File: src/rtl/memory_stage.sv
// Memory stage and M/W pipeline register: lw/sw over a req/ack data port,
// stalling upstream until the access completes or times out.
module memory_stage #(
  parameter int ADDR_WIDTH = 12,
  parameter int TIMEOUT    = 16
) (
  input  logic                  clock,
  input  logic                  reset,
  input  logic                  valid_xm,
  input  logic [31:0]           ir_xm,
  input  logic [31:0]           output_xm,
  input  logic [31:0]           b_xm,
  input  logic                  exception_xm,
  output logic                  stall_m,
  output logic                  dmem_req,
  output logic                  dmem_we,
  output logic [ADDR_WIDTH-1:0] dmem_addr,
  output logic [31:0]           dmem_wdata,
  input  logic [31:0]           dmem_rdata,
  input  logic                  dmem_ack,
  output logic                  valid_mw,
  output logic [31:0]           ir_mw,
  output logic [31:0]           output_mw,
  output logic [31:0]           data_mw,
  output logic                  exception_mw,
  output logic                  mem_fault
);

  typedef enum logic {S_IDLE, S_WAIT} state_t;

  localparam logic [4:0] OP_SW    = 5'b00111;
  localparam logic [4:0] OP_LW    = 5'b01000;
  localparam logic [7:0] CNT_LAST = 8'(TIMEOUT - 1);

  state_t                state_q, state_d;
  logic [7:0]            cnt_q, cnt_d;
  logic [31:0]           hold_ir_q, hold_ir_d;
  logic [31:0]           hold_out_q, hold_out_d;
  logic                  req_q, req_d;
  logic                  we_q, we_d;
  logic [ADDR_WIDTH-1:0] addr_q, addr_d;
  logic [31:0]           wdata_q, wdata_d;
  logic                  valid_q, valid_d;
  logic [31:0]           ir_q, ir_d;
  logic [31:0]           out_q, out_d;
  logic [31:0]           data_q, data_d;
  logic                  exc_q, exc_d;
  logic                  fault_q, fault_d;

  logic is_sw, is_lw, memop, hold_lw, last;

  assign is_sw   = ir_xm[31:27] == OP_SW;
  assign is_lw   = ir_xm[31:27] == OP_LW;
  assign memop   = valid_xm & ~exception_xm & (is_sw | is_lw);
  assign hold_lw = hold_ir_q[31:27] == OP_LW;
  assign last    = cnt_q == CNT_LAST;

  // Ack takes priority over the timeout on the final WAIT cycle
  assign stall_m = (state_q == S_IDLE) ? memop
                                       : ~(dmem_ack | last);

  always_comb begin
    state_d    = state_q;
    cnt_d      = cnt_q;
    hold_ir_d  = hold_ir_q;
    hold_out_d = hold_out_q;
    req_d      = req_q;
    we_d       = we_q;
    addr_d     = addr_q;
    wdata_d    = wdata_q;
    valid_d    = 1'b0;
    ir_d       = 32'h0;
    out_d      = 32'h0;
    data_d     = 32'h0;
    exc_d      = 1'b0;
    fault_d    = fault_q;
    case (state_q)
      S_IDLE: begin
        if (memop) begin
          hold_ir_d  = ir_xm;
          hold_out_d = output_xm;
          addr_d     = output_xm[ADDR_WIDTH-1:0];
          wdata_d    = b_xm;
          we_d       = is_sw;
          req_d      = 1'b1;
          cnt_d      = 8'h0;
          state_d    = S_WAIT;
        end else begin
          valid_d = valid_xm;
          ir_d    = valid_xm ? ir_xm : 32'h0;
          out_d   = output_xm;
          exc_d   = valid_xm & exception_xm;
        end
      end
      S_WAIT: begin
        if (dmem_ack) begin
          valid_d = 1'b1;
          ir_d    = hold_ir_q;
          out_d   = hold_out_q;
          data_d  = hold_lw ? dmem_rdata : 32'h0;
          req_d   = 1'b0;
          we_d    = 1'b0;
          cnt_d   = 8'h0;
          state_d = S_IDLE;
        end else if (last) begin
          valid_d = 1'b1;
          ir_d    = hold_ir_q;
          out_d   = hold_out_q;
          exc_d   = 1'b1;
          fault_d = 1'b1;
          req_d   = 1'b0;
          we_d    = 1'b0;
          cnt_d   = 8'h0;
          state_d = S_IDLE;
        end else begin
          cnt_d = cnt_q + 8'h1;
        end
      end
      default: state_d = S_IDLE;
    endcase
  end

  always_ff @(posedge clock) begin
    if (reset) begin
      state_q    <= S_IDLE;
      cnt_q      <= 8'h0;
      hold_ir_q  <= 32'h0;
      hold_out_q <= 32'h0;
      req_q      <= 1'b0;
      we_q       <= 1'b0;
      addr_q     <= '0;
      wdata_q    <= 32'h0;
      valid_q    <= 1'b0;
      ir_q       <= 32'h0;
      out_q      <= 32'h0;
      data_q     <= 32'h0;
      exc_q      <= 1'b0;
      fault_q    <= 1'b0;
    end else begin
      state_q    <= state_d;
      cnt_q      <= cnt_d;
      hold_ir_q  <= hold_ir_d;
      hold_out_q <= hold_out_d;
      req_q      <= req_d;
      we_q       <= we_d;
      addr_q     <= addr_d;
      wdata_q    <= wdata_d;
      valid_q    <= valid_d;
      ir_q       <= ir_d;
      out_q      <= out_d;
      data_q     <= data_d;
      exc_q      <= exc_d;
      fault_q    <= fault_d;
    end
  end

  assign dmem_req     = req_q;
  assign dmem_we      = we_q;
  assign dmem_addr    = addr_q;
  assign dmem_wdata   = wdata_q;
  assign valid_mw     = valid_q;
  assign ir_mw        = ir_q;
  assign output_mw    = out_q;
  assign data_mw      = data_q;
  assign exception_mw = exc_q;
  assign mem_fault    = fault_q;

endmodule

File: config.mk
export PLATFORM = sky130hd
export DESIGN_NAME = memory_stage
export DESIGN_NICKNAME = d
export VERILOG_FILES = /design/src/rtl/memory_stage.sv
export SDC_FILE = /design/constraint.sdc
export NUM_CORES = 1
export LEC_CHECK = 0
export ABC_AREA = 1
export BUFFER_PORTS_ARGS = -buffer_cell sky130_fd_sc_hd__buf_2
export CAP_MARGIN = 10
export CORE_MARGIN = 8
export CORE_UTILIZATION = 35
export CTS_CLUSTER_SIZE = 20
export DETAILED_ROUTE_END_ITERATION = 12
export PLACE_DENSITY = 0.63
export SLEW_MARGIN = 20
export SYNTH_ARGS = -nofsm -noshare
export SYNTH_HDL_FRONTEND = slang
export SYNTH_SLANG_ARGS = --single-unit
File: constraint.sdc
create_clock -name clock -period 2 [get_ports clock]
set_input_delay 0.6 -clock clock [delete_from_list [all_inputs] [get_ports clock]]
set_output_delay 0.6 -clock clock [all_outputs]
set_load 0.05 [all_outputs]
* Word-level counts from Yosys, hierarchy flattened *
Index checks and enable logic that the tools add are counted.

cells by class
  bitwise operators = 10
  reduce and logical (&&, ||, !) cells = 4
  eq/ne operators = 6
  muxes and demuxes = 31
  add/sub/neg operators = 1

operator list
  kind                 count
  $mux 32              7
  $pmux 32 s2          2
  $mux 8               3
  $pmux 8 s2           1
  $mux 1               13
  $eq 5x4->1 const B   2
  $pmux 1 s2           5
  $add 8x1->8 const B  1
  $eq 8x4->1 const B   1
  $eq 5x3->1 const B   1
  $not 1->1            5
  $reduce_and 2->1     2
  $reduce_or 4->1      1
  $and 1x1->1          3
  $ne 3x2->1 const B   1
  $reduce_and 3->1     1
  $ne 2x2->1 const B   1
  $or 1x1->1           2

storage, ports and cells
  register bits = 218
  word-level logic and storage cells = 66
  output and inout bits = 146
  input port bits = 133

* Depth between registers and ports, before layout *
  depth after elaboration = 5
  mapped depth = 9
  depth with buffers taken out = 8

* Worst setup path before layout *
No wires, ideal clock.

  kind = input to output
  start = input port ir_xm[29]
  end = output port stall_m
  stages = 8
  buffers on the path = 2
  required time = 1.400 ns
  arrival time = 1.597 ns
  path slack = -0.197 ns
  cells stage by stage = nand2_1 -> nor2_1 -> nand2_1 -> nand2_1 -> nand3_1 -> buf_4 -> buf_4 -> nand2_1

between the ends
  longest elaborated chain between the ends = 4
  elaborated cells on any way between the ends = 5
  classes of those cells = eq/ne: 2; mux: 1; bitwise: 2

ends and longest elaborated chain
  element                                          RTL line  RTL
  start: declaration                               10        input logic [31:0] ir_xm,
  $eq 5x3->1 / $eq 5x4->1 (equally long branches)  52, 53
  $or 1x1->1 *                                     54        assign memop = valid_xm & ~exception_xm & (is_sw | is_lw);
  $and 1x1->1 *                                    54
  $mux 1 *                                         59        assign stall_m = (state_q == S_IDLE) ? memop
  end: declaration                                 14        output logic stall_m,

Every way passes the cells marked *; elsewhere a longest branch is shown, timed or not.

* Worst setup path after layout *
  start = register cnt_q[1]
  end = output port stall_m

between the ends
  longest elaborated chain between the ends = 4

ends and longest elaborated chain
  element                   RTL line  RTL
  start: declaration        36        logic [7:0] cnt_q, cnt_d;
  start signal: assignment  141       cnt_q <= cnt_d;
  $eq 8x4->1                56        assign last = cnt_q == CNT_LAST;
  $or 1x1->1                60        : ~(dmem_ack | last);
  $not 1->1                 60
  $mux 1                    59

Every way passes these cells.

==> results.cfg <==
[finish]
layout_common_cells = 276 x buf_2, 213 x nand2_1, 203 x dfxtp_1
syn_to_final_growth_pct = 33.2
drive_above_1_share_pct = 30.3
fin_util_pct = 47.2
nNetsFinal = 1317
finish.instance_area_sq_um = 9890
final_common_cell = buf_2
n_antenna_cell = 0

[detailed_routing]
drt-total-wl_mm = 23.3
drtAntennaViolNets = 0
drc = 0
firstDrtPassIters = 5
wl_per_cell_microns = 15.9
vias = 7098
drt-vias-per-instance = 4.82
drtIter0Drc = 372

[setup_path]
critPathBufInv = 1
critPathMaxFanout = 2
cp_slowest_stage_delay_ns = 0.35
cp_slowest_cell = dfxtp_2
crit_chain = ha_4, nand3_4, o21ai_4, nand2_8, buf_12
worst_setup_path_start_kind = flop
cp-end-kind = output port
cp_top_family = flip-flops
crit_arrival_ns = 1.54
path_class = reg -> out
worstPathRequired_ns = 1.40

[clock_network]
cts_buffer_depth = 3
cts_buffers = 23
cts_tree = done
postCtsHoldBufs = 0
htreeDepth = 1
cts_sinks = 206
clockRootBuffer = clkbuf_16
path_clk_slew_ns = 0.06
insertion_delay_ns = 0.50

[worst_hold_path]
hold_class = in -> reg

[die]
start_util_pct = 35.5
core-area_sq_um = 21000
io_pins = 279
die_h_microns = 162
die_w_microns = 162
dieArea_sq_um = 26200
rows = 53

[placed_design]
dpl-instance-area_sq_um = 9120
portBuffers = 278
dp_hpwl_mm = 15.6
gp_congestion = 0.774

[synth]
postSynthCellCount = 928
ys_warn_count = 0
synth-seq-cells = 206
ys_seq_area_share_pct = 55.5
syn_avg_cell_area_sq_um = 8.01
synth_cell_type_count = 18
synth_top_area_share_pct = 55.5
syn_area_sq_um = 7430
synth_area_leaders = dfxtp_1 55%, a21oi_1 12%, nand2_1 11%
synth_area_leader_cell = dfxtp_1
syn_nets = 1062

[global_routing]
track_usage_pct = 17.0
grt_pass1_wl_mm = 36.8
grt_pass1_vias = 7053
antenna_found_initial = 3
top_usage_layer = met2
grt_start_max_net_pins = 72
grt.met1_usage_pct = 19.3
use_met2_pct = 27.7
overflow = 0
grt.met3_usage_pct = 8.12

[sta]
fin_crit_sh_pct = 107
maxSlewHeadroom_pct = 70.6
skew_ns = 0.00561
max_freq_mhz = 468
setup_ws_ns = -0.136
rsz0062_at_grt = true
drv_slew = 0
hold_viol = 0
finalSetupViolations = 1
worst_pin_slew_ns = 0.441
period_minus_slack_ns = 2.14

[power]
power_density_nw_per_um2 = 914
ir_drop_v = 0.000565
power_mw = 9.04
p_leak_nw = 4.47

[status]
status = complete, but fails checks
violations = negative setup slack

[flow_run]
max_cap_viol_count = 0
[worst reg2reg max path: stages, from the launching register on]
cell	delay, ns
dfxtp_2	0.35
ha_4	0.16
nand3_4	0.09
buf_4	0.17
o21bai_4	0.21
buf_12	0.23
nand3_1	0.10
a21oi_1	0.24
[synthesized netlist by cell type, drive strengths merged]
library cell and instances:
nand4 4, o21ai 4, clkbuf 27, o21bai 1, ha 1, nand2 216
inv 47, a21oi 173, buf 56, nor2 47, nor4 2, nand3 144
dfxtp 206
[registers in the layout, indices dropped and copies added (netlist names)]
register      count
cnt_q             8
data_mw          32
dmem_req          1
dmem_wdata       32
dmem_we           1
exception_mw      1
hold_ir_q        32
hold_out_q       32
ir_mw            32
mem_fault         1
output_mw        32
state_q           1
valid_mw          1
[power breakdown]
part           internal, mW  switching, mW  total, mW
sequential             4.18         0.0236       4.21
clock                  2.41           1.65       4.06
combinational         0.234          0.537      0.771
total                  6.83           2.21       9.04
[metrics by stage]
step | cells | setup slack (ns) | hold slack (ns) | setup TNS (ns)
3_5_place_dp | 1431 | -0.128 | 0.449 | -5.79
2_1_floorplan | 928 | 0.0266 | 0.432 | 0
4_1_cts | 1472 | -0.152 | 0.286 | -0.152
6_report | 1472 | -0.136 | 0.306 | -0.136
5_1_grt | 1472 | -0.205 | 0.284 | -0.205
3_3_place_gp | 1431 | -0.0803 | 0.448 | -2.98
[layout make-up]
class,instances,area [sq um]
fillers,2090,11100
clock buffers,33,663
inverters,47,176
well taps,275,344
flip-flops and latches,206,4130
multi-input cells,592,2740
clock inverters,6,55.1
repair buffers,313,1790
[kinds of logic after synthesis]
| group | after synthesis | share of synthesized area, % |
|---|---|---|
| and+or+nand+nor | 413 | 23.6 |
| adders and majority gates | 1 | 0.168 |
| AOI/OAI and AO/OA | 178 | 12.1 |
| DFF | 206 | 55.5 |
| buffers and inverters | 130 | 8.71 |
[metal layers]
layer | vias to the layer above | routed length, microns
met4 | 6 | 524
met1 | 3223 | 9160
met2 | 302 | 10700
met5 | - | 35
met3 | 41 | 2970
li1 | 3526 | -
[path summary, 6_finish.rpt]
| path | from | to | slack, ns | depth (start not counted) |
|---|---|---|---|---|
| worst min-delay path | dmem_rdata[12] | data_mw[12] | 0.31 | 3 |
| worst max-delay path | cnt_q[1] | stall_m | -0.14 | 5 |
| worst max register to register | cnt_q[1] | ir_mw[29] | 0.35 | 7 |
| worst min register to register | dmem_req | dmem_req | 0.46 | 2 |
[timing repair]
action | in CTS | in global routing
setup buffers | 2 | 0
endpoints found under the setup margin | 1 | 1
gates resized for setup | 11 | 0
pin swaps | 3 | 0
No activity file was read; power rests on OpenSTA's default activity.
